[src/rtl/cpu_pkg.sv]
// Shared CPU constants and the instruction-memory responder state encoding.
package cpu_pkg;

  // Word returned in place of real data when a fetch address is bad.
  localparam logic [15:0] NOP_INSTR  = 16'h0800;
  localparam logic [15:0] HALT_INSTR = 16'h0000;

  // Responder FSM states.
  typedef enum logic [1:0] {
    IDLE = 2'd0,
    WAIT = 2'd1,
    RESP = 2'd2
  } imem_state_e;

endpackage

[src/rtl/imem_array.sv]
// DEPTH x 16 instruction storage.
// Writes come from the load port. A read is captured into cap_word on the
// edge that accepts a fetch. A same-edge load to that word is therefore not
// seen: the capture returns the old contents.
module imem_array #(
  parameter int DEPTH = 256,
  parameter int AW    = 8
) (
  input  logic          clk,
  input  logic          load_en,
  input  logic [AW-1:0] load_idx,
  input  logic [15:0]   load_data,
  input  logic          cap_en,
  input  logic [AW-1:0] cap_idx,
  output logic [15:0]   cap_word
);

  logic [15:0] mem [DEPTH];

  // Load write and capture-on-accept read
  // NOTE: storage and its capture register are deliberately left out of reset;
  // nothing consumes cap_word until a request has been captured.
  always_ff @(posedge clk) begin
    if (load_en) mem[load_idx] <= load_data;
    if (cap_en)  cap_word      <= mem[cap_idx];
  end

endmodule

[src/rtl/imem_responder.sv]
// Instruction-memory responder for the fetch stage.
// Accepts one PC-addressed request at a time and returns the 16-bit word
// LATENCY cycles later as a one-cycle rsp_valid pulse. A flush drops the
// request in WAIT, or suppresses the pulse in RESP. Bad addresses return
// NOP_INSTR with rsp_err set.
module imem_responder #(
  parameter int          DEPTH     = 256,
  parameter int          LATENCY   = 2,
  parameter logic [15:0] NOP_INSTR = cpu_pkg::NOP_INSTR
) (
  input  logic        clk,
  input  logic        rst_n,
  input  logic        req_valid,
  input  logic [15:0] req_addr,
  output logic        req_ready,
  input  logic        flush,
  output logic        rsp_valid,
  output logic [15:0] rsp_instr,
  output logic        rsp_err,
  output logic        busy,
  input  logic        load_en,
  input  logic [15:0] load_addr,
  input  logic [15:0] load_data
);
  import cpu_pkg::*;

  localparam int          AW       = $clog2(DEPTH);
  localparam int          CW       = (LATENCY > 2) ? $clog2(LATENCY) : 1;
  localparam logic [CW-1:0] CNT_INIT = (LATENCY >= 2) ? CW'(LATENCY - 2) : '0;
  localparam logic [15:0] DEPTH_W  = 16'(DEPTH);

  localparam logic [1:0] S_IDLE = 2'(IDLE);
  localparam logic [1:0] S_WAIT = 2'(WAIT);
  localparam logic [1:0] S_RESP = 2'(RESP);

  // After an accept, go straight to RESP when there is no wait period.
  localparam logic [1:0] S_AFTER_ACCEPT = (LATENCY == 1) ? S_RESP : S_WAIT;

  logic [1:0]    state;
  logic [CW-1:0] cnt;
  logic          accept;
  logic          req_err;
  logic          load_ok;
  logic          cap_err;
  logic [15:0]   cap_word;
  logic [15:0]   hold_instr;
  logic          hold_err;
  logic          unused_load_lsb;

  assign req_ready = (state == S_IDLE) || (state == S_RESP);
  assign accept    = req_valid && req_ready;
  assign busy      = (state != S_IDLE);
  assign rsp_valid = (state == S_RESP) && !flush;

  // Odd addresses and word indices at or beyond DEPTH are errors.
  // Addresses are never folded back into range.
  assign req_err = req_addr[0] || ({1'b0, req_addr[15:1]} >= DEPTH_W);
  assign load_ok = load_en && ({1'b0, load_addr[15:1]} < DEPTH_W);

  // Load addresses are byte addresses; the low bit is ignored.
  assign unused_load_lsb = load_addr[0];

  // In RESP the captured request is presented.
  // Elsewhere the outputs keep the last response.
  assign rsp_instr = (state == S_RESP) ? (cap_err ? NOP_INSTR : cap_word) : hold_instr;
  assign rsp_err   = (state == S_RESP) ? cap_err : hold_err;

  imem_array #(
    .DEPTH (DEPTH),
    .AW    (AW)
  ) u_array (
    .clk       (clk),
    .load_en   (load_ok),
    .load_idx  (load_addr[AW:1]),
    .load_data (load_data),
    .cap_en    (accept),
    .cap_idx   (req_addr[AW:1]),
    .cap_word  (cap_word)
  );

  // FSM, latency counter, error capture and held response outputs
  // NOTE: sequential state uses non-blocking assignments only. Every register
  // then samples pre-edge values, so the order of the statements does not matter.
  always_ff @(posedge clk or negedge rst_n) begin
    if (!rst_n) begin
      state      <= S_IDLE;
      cnt        <= '0;
      cap_err    <= 1'b0;
      hold_instr <= 16'h0000;
      hold_err   <= 1'b0;
    end else begin
      if (accept) cap_err <= req_err;
      case (state)
        S_IDLE: begin
          if (accept) begin
            state <= S_AFTER_ACCEPT;
            cnt   <= CNT_INIT;
          end
        end
        S_WAIT: begin
          if (flush)            state <= S_IDLE;
          else if (cnt == '0)   state <= S_RESP;
          else                  cnt   <= cnt - CW'(1);
        end
        S_RESP: begin
          hold_instr <= cap_err ? NOP_INSTR : cap_word;
          hold_err   <= cap_err;
          if (accept) begin
            state <= S_AFTER_ACCEPT;
            cnt   <= CNT_INIT;
          end else begin
            state <= S_IDLE;
          end
        end
        default: state <= S_IDLE;
      endcase
    end
  end

endmodule

[config.mk]
export PLATFORM = sky130hd
export DESIGN_NAME = imem_responder
export DESIGN_NICKNAME = d
export VERILOG_FILES = /design/src/rtl/cpu_pkg.sv /design/src/rtl/imem_array.sv /design/src/rtl/imem_responder.sv
export SDC_FILE = /design/constraint.sdc
export NUM_CORES = 2
export LEC_CHECK = 0
export CORE_MARGIN = 3
export CORE_UTILIZATION = 40
export DETAILED_ROUTE_END_ITERATION = 7
export HOLD_SLACK_MARGIN = 0.02
export SLEW_MARGIN = 20
export SYNTH_ARGS = -nofsm -noshare
export SYNTH_HDL_FRONTEND = slang
export SYNTH_HIERARCHICAL = 1
export SYNTH_SLANG_ARGS = --single-unit
export TNS_END_PERCENT = 50
[constraint.sdc]
create_clock -name clk -period 4.75 [get_ports clk]
set_clock_uncertainty 0.1 [all_clocks]
set_input_delay 1.1875 -clock clk [delete_from_list [all_inputs] [get_ports clk]]
set_output_delay 1.1875 -clock clk [all_outputs]
set_load 0.02 [all_outputs]
* Yosys cells after proc, flatten, opt, wreduce, memory -nomap -nowiden
Memory sizes are Yosys's and may differ from the RTL's. A register that Yosys moved wholly into a read port is not among the register bits. Index checks and enable logic that the tools add are counted.
Word-level totals: register bits after elaboration 21, RAM bits 4096, input bits 53, output and inout port bits 20, word-level logic and storage cells 41, memories 1
Cells by class: add/sub/neg operators 1, magnitude comparators 2, eq/ne operators 6, multiplexer cells 14, reduce and logical (&&, ||, !) cells 12
Memories:
- u_array.mem | words 256, bits a word 16, rd ports 1, clocked after Yosys merged registers in 1, write ports 1, RTL line imem_array.sv:18 | logic [15:0] mem [DEPTH];
Operator list (count):
- 16-bit 2-to-1 mux | 2
- 15-bit by 9-bit greater-or-equal comparator with 1-bit output (second input constant) | 1
- 15-bit by 9-bit < comparator with 1-bit output (second input constant) | 1
- 1-bit 2-to-1 mux | 7
- 2-bit 2-to-1 mux | 3
- 2-bit case mux with 3 select lines | 1
- 2-bit != test (second input constant) | 2
- 2-bit nonzero test | 2
- 1-bit logical AND | 3
- 3-bit != test (second input constant) | 1
- 3-bit AND reduction | 1
- 2-bit by 1-bit == test with 1-bit output (second input constant) | 1
- 2-bit == test (second input constant) | 1
- 2-bit zero test | 1
- 1-bit logical OR | 2
- 2-bit by 1-bit != test with 1-bit output (second input constant) | 1
- 1-bit case mux with 2 select lines | 1
- 2-bit AND reduction | 1
- 2-bit OR reduction | 1
- 1-bit zero test | 1
- 1-bit subtractor (second input constant) | 1

* Longest topological paths before layout
word-level depth 5, depth in mapped cells 12

* Hierarchy
The synthesis kept the hierarchy.
Modules (own cells, without submodules):
- imem_array | instances 1, cells an instance 7360, area each 158874.9 sq um, seq. area each 123478.4 sq um
- imem_responder | instances 1, cells an instance 88, area each 938.4 sq um, seq. area each 500.5 sq um

* Least setup slack after synthesis
Ideal clock, no wire load.
path type input to register, start in load_addr[14], end mem u_array.mem[234][0], enable pin, data arrival time 3.295 ns, required time 4.262 ns, slack 0.967 ns, stages 7, path buffers 3, cell sequence nor4_1 and4b_1 clkbuf_1 clkbuf_1 nand3_1 clkbuf_1 nor2_1
On the way: word-level cells in the longest chain between the ends 4
Ends and longest elaborated chain:
- start, declared | RTL line imem_responder.sv:22 | input logic [15:0] load_addr,
- 15-bit by 9-bit < comparator with 1-bit output | RTL line imem_responder.sv:58 | assign load_ok = load_en && ({1'b0, load_addr[15:1]} < DEPTH_W);
- 1-bit logical AND | RTL line imem_responder.sv:58
- via load_ok | RTL line imem_responder.sv:43 | logic load_ok;
- 1-bit 2-to-1 mux | RTL line imem_array.sv:24 | if (load_en) mem[load_idx] <= load_data;
- 1-bit 2-to-1 mux (implied by the code) | RTL line imem_array.sv:24
- end, declared | RTL line imem_array.sv:18
The timed path passes the listed nets, and every way through them passes these cells.

* Worst setup path after layout
start reg state[0], end out rsp_instr[15]
On the way: word-level cells in the longest chain between the ends 2
Ends and longest elaborated chain:
- start, declared | RTL line imem_responder.sv:39 | logic [1:0] state;
- start signal, assigned | RTL line imem_responder.sv:86 | state <= S_IDLE;
- start signal, assigned | RTL line imem_responder.sv:96 | state <= S_AFTER_ACCEPT;
- start signal, assigned | RTL line imem_responder.sv:101 | if (flush) state <= S_IDLE;
- 2-bit == test | RTL line imem_responder.sv:65 | assign rsp_instr = (state == S_RESP) ? (cap_err ? NOP_INSTR : cap_word) : hold_instr;
- 16-bit 2-to-1 mux
- end, declared | RTL line imem_responder.sv:18 | output logic [15:0] rsp_instr,
No other way between the ends.

==> reports/summary.txt <==
==================================================================================
GRT overflow                                                                     0
Synthesis-to-layout area growth                                             15.47%
Kind of critical path                                                 flip-flop to primary output
Filler Cell Count                                                            32440
Hold violation total from the final report                                       0
Post-route cell area                                                  184500 sq um
Half-perimeter wire length of the detailed placement result              257500 um
Switching part of the total                                                 21.28%
Number of antenna violations at the first check in global routing               24
Fraction of power consumed by the clock network                              41.9%
Most used flip-flop cell after synthesis                                  edfxtp_1
Capturing element type of the critical path                           primary output
Initial core utilization                                                    40.27%
Boundary Pins                                                                   73
Most common cell after layout, fill and taps aside                        edfxtp_1
Number of enable flip-flop cells after synthesis                              4112
Portion of synthesized cell area occupied by the leading cell type          77.26%
Cell Count, Final, Fillers Out                                               13780
Clk buf depth                                                                    4
Power per cell area                                                   410.3 nW/um^2
Arr. time, crit path                                                       2.72 ns
Vias per cell                                                                5.780
Max-slew violation count                                                         0
Vias in the first global route                                               79850
Reg2reg setup slack                                                        1.62 ns
Post-cts repair resize count                                                     0
CTS clk-pin slew, worst paths                                              0.06 ns
Timing startpoint of the critical path                                    state[0]
Fraction of power consumed by sequential logic                               53.0%
Data required time at the worst endpoint                                   3.46 ns
Mapped Avg Cell Area                                                   21.46 sq um
Transition time at the pin with the least slew margin                     1.178 ns
Met3 usage                                                                  3.731%
Count of final setup violators                                                   0
Leading post-synthesis cells by cell area                             edfxtp_1 77%, mux4_2 11%, mux2i_1 3.5%
Share of total power in combinational logic                                   5.1%
Final weighted congestion in routability-driven placement                   0.8747
Launch instance of the worst register-to-register path                u_array/mem[131][13]
H-tree levels                                                                    5
Largest net degree at the start of global routing                              149
Final setup slack of the worst path                                      0.7420 ns
Cell leakage power                                                      0.05869 uW
GR Util All Layers                                                          20.30%
Final routed DRC violation total                                                 0
Net Count, Synth                                                              7501
Y dimension of the die                                                    638.1 um
Achievable clock frequency                                               249.5 MHz
Iteration-0 DRC count of the detailed router                                  9567
Total detailed-routing wirelength                                        420700 um
Setup Total Neg Slack                                                         0 ns
Via count                                                                    79670
Die area                                                              407200 sq um
Placed insts                                                                 13030
Horizontal extent of the die                                              638.1 um
Result of the run                                                        completed
Later-pin clock latency in the skew report                                 0.97 ns
Sequential share of the synthesized area                                    77.58%
Flops & latches, synth                                                        4132
RSZ-0062 raised after global routing                                         false
Post-layout minimum cycle time                                            4.008 ns
Sw Pwr                                                                    16110 uW
Post-synthesis instance area                                          159800 sq um
Path class of the lowest-slack min-delay path                         flip-flop to flip-flop
Number of instances in the synthesized netlist                                7448
Worst IR drop on VDD                                                   0.0003341 V
Worst setup SP type                                                      flip-flop
Standard-cell rows                                                             231
Top Usage Layer GRT                                                           met2
Average wire per standard cell                                            30.52 um
TritonRoute pass-1 iters                                                         6
Clock Sink Count                                                              4132
Root buffer selected by CTS                                              clkbuf_16
Hold-fix buffers, CTS                                                            0
Part of the cycle the worst path needs                                      84.38%
Post-synth ARST share                                                      0.4840%
Met2 routing resource usage after global routing                            33.10%
Headroom to the max-slew limit                                              21.49%
Reported max-cap violation count                                                 0
Quantity of I/O buffers inserted on ports                                       71
Buffers inserted by post-CTS timing repair                                       0
Routing usage on met1                                                       27.68%
Total number of nets in the final design                                      8250
Start point of the worst min-delay path                               hold_instr[2]
Wire length of the first global-routing pass                             595400 um
Share of layout cells above drive strength 1                                27.05%
Remaining number of nets flagged by the antenna check after routing              0
Number of buffers inserted during clock tree synthesis                         404
TritonCTS clock tree                                                          done
Placed cell area                                                      171400 sq um
Core footprint                                                        396800 sq um
Cell variety after synth                                                        57
Cell type with the largest total area after synthesis                     edfxtp_1
Total internal power                                                      59600 uW
Most used cells in the layout excluding fill and tap cells            4112 x edfxtp_1, 797 x mux4_2, 635 x buf_4
Yosys warnings                                                                   6
Post-place setup slack                                                  0.07517 ns
Maximum fanout along the worst path                                             34
==================================================================================
-- per-stage QoR --
stage	util [%]	hold slack, ns	power (uW)
after global routing	46.50	0.3945	77880
after detailed placement	43.18	0.3589	44770
final	46.50	0.3691	75710
after global placement	43.18	0.3563	44700
after CTS	46.50	0.3731	76280
after floorplan	-	0.3752	42830
-- cells in the mapped netlist, types with 2 or more instances --
master	instances
edfxtp_1	4112
mux4_2	797
mux2i_1	565
nor2_1	308
o221ai_1	252
clkbuf_1	230
a21oi_1	175
o22ai_1	148
nor3_1	93
mux2_2	88
buf_6	79
buf_2	77
nand2_1	54
a22oi_1	43
o21ai_0	40
nand3_1	35
a22o_1	32
a221oi_1	28
buf_1	27
buf_4	26
nand4_1	26
dfrtp_1	20
nor4_1	20
o32ai_1	20
a211oi_1	18
nand2b_1	18
o31ai_1	16
buf_8	13
and3_1	11
o21ai_2	10
nor2b_1	9
a31oi_1	7
a2111oi_0	6
buf_12	5
or2_2	5
inv_1	4
o21ai_1	4
nand4b_1	3
a21o_1	2
and2b_1	2
and4_1	2
nor4bb_1	2
or3_1	2
-- critical path: stages, from the launching register on --
cell	delay [ns]
dfrtp_1	0.41
nand2b_4	0.33
o21ai_0	0.35
clkdlybuf4s50_1	0.67
-- logic make-up (layout without fill, tap and decap cells) --
kind of cell	after synthesis	in the layout	synth area share, %
compound gates	803	803	3.590
buf+inv	462	1546	1.720
flops	4132	4132	77.58
mux	1451	1451	15.40
other cells	0	10	0
simple gates	600	600	1.712
-- power by group through the flow --
| stage | clock network, uW | logic [uW] | registers, uW |
|---|---|---|---|
| global placement | 0 | 3790 | 40900 |
| floorplan | 0 | 1940 | 40900 |
| finish | 31700 | 3840 | 40100 |
| detailed placement | 0 | 3860 | 40900 |
| global route | 33700 | 4030 | 40100 |
| CTS | 32300 | 3870 | 40100 |
-- cell type report --
class,count,area [sq um],share of cell area [%]
Timing Repair Buffer,800,7477,4.052
Multi-Input combinational cell,2854,33320,18.06
Clock buffer,492,10530,5.703
Antenna cell,10,25.02,0.01356
Tap cell,5242,6559,3.554
Inverter,5,31.28,0.01695
Sequential cell,4132,124000,67.18
Clock inverter,249,2623,1.421
-- path summary, 6_finish.rpt --
path,end,cells past startpoint
min reg2reg,hold_instr[2],2
max in group asynchronous,state[0],1
max,rsp_instr[15],3
max reg2reg,u_array/cap_word[13],8
min in group asynchronous,hold_err,1
min,hold_instr[2],2
-- registers in the layout, indices dropped and copies added (netlist names) --
register,flops
hold_err,1
hold_instr,16
cap_err,1
u_array/cap_word,16
u_array/mem,4096
state,2
-- layer usage --
| layer | wire length [um] | part of all wire, % | up-vias |
|---|---|---|---|
| met5 | 27 | 0.0064 | - |
| met4 | 14740 | 3.5 | 4 |
| met3 | 35550 | 8.4 | 590 |
| met2 | 204200 | 49 | 3394 |
| met1 | 166200 | 39 | 42570 |
| li1 | - | - | 33120 |
Note: power is estimated with default switching activity, not from simulation.
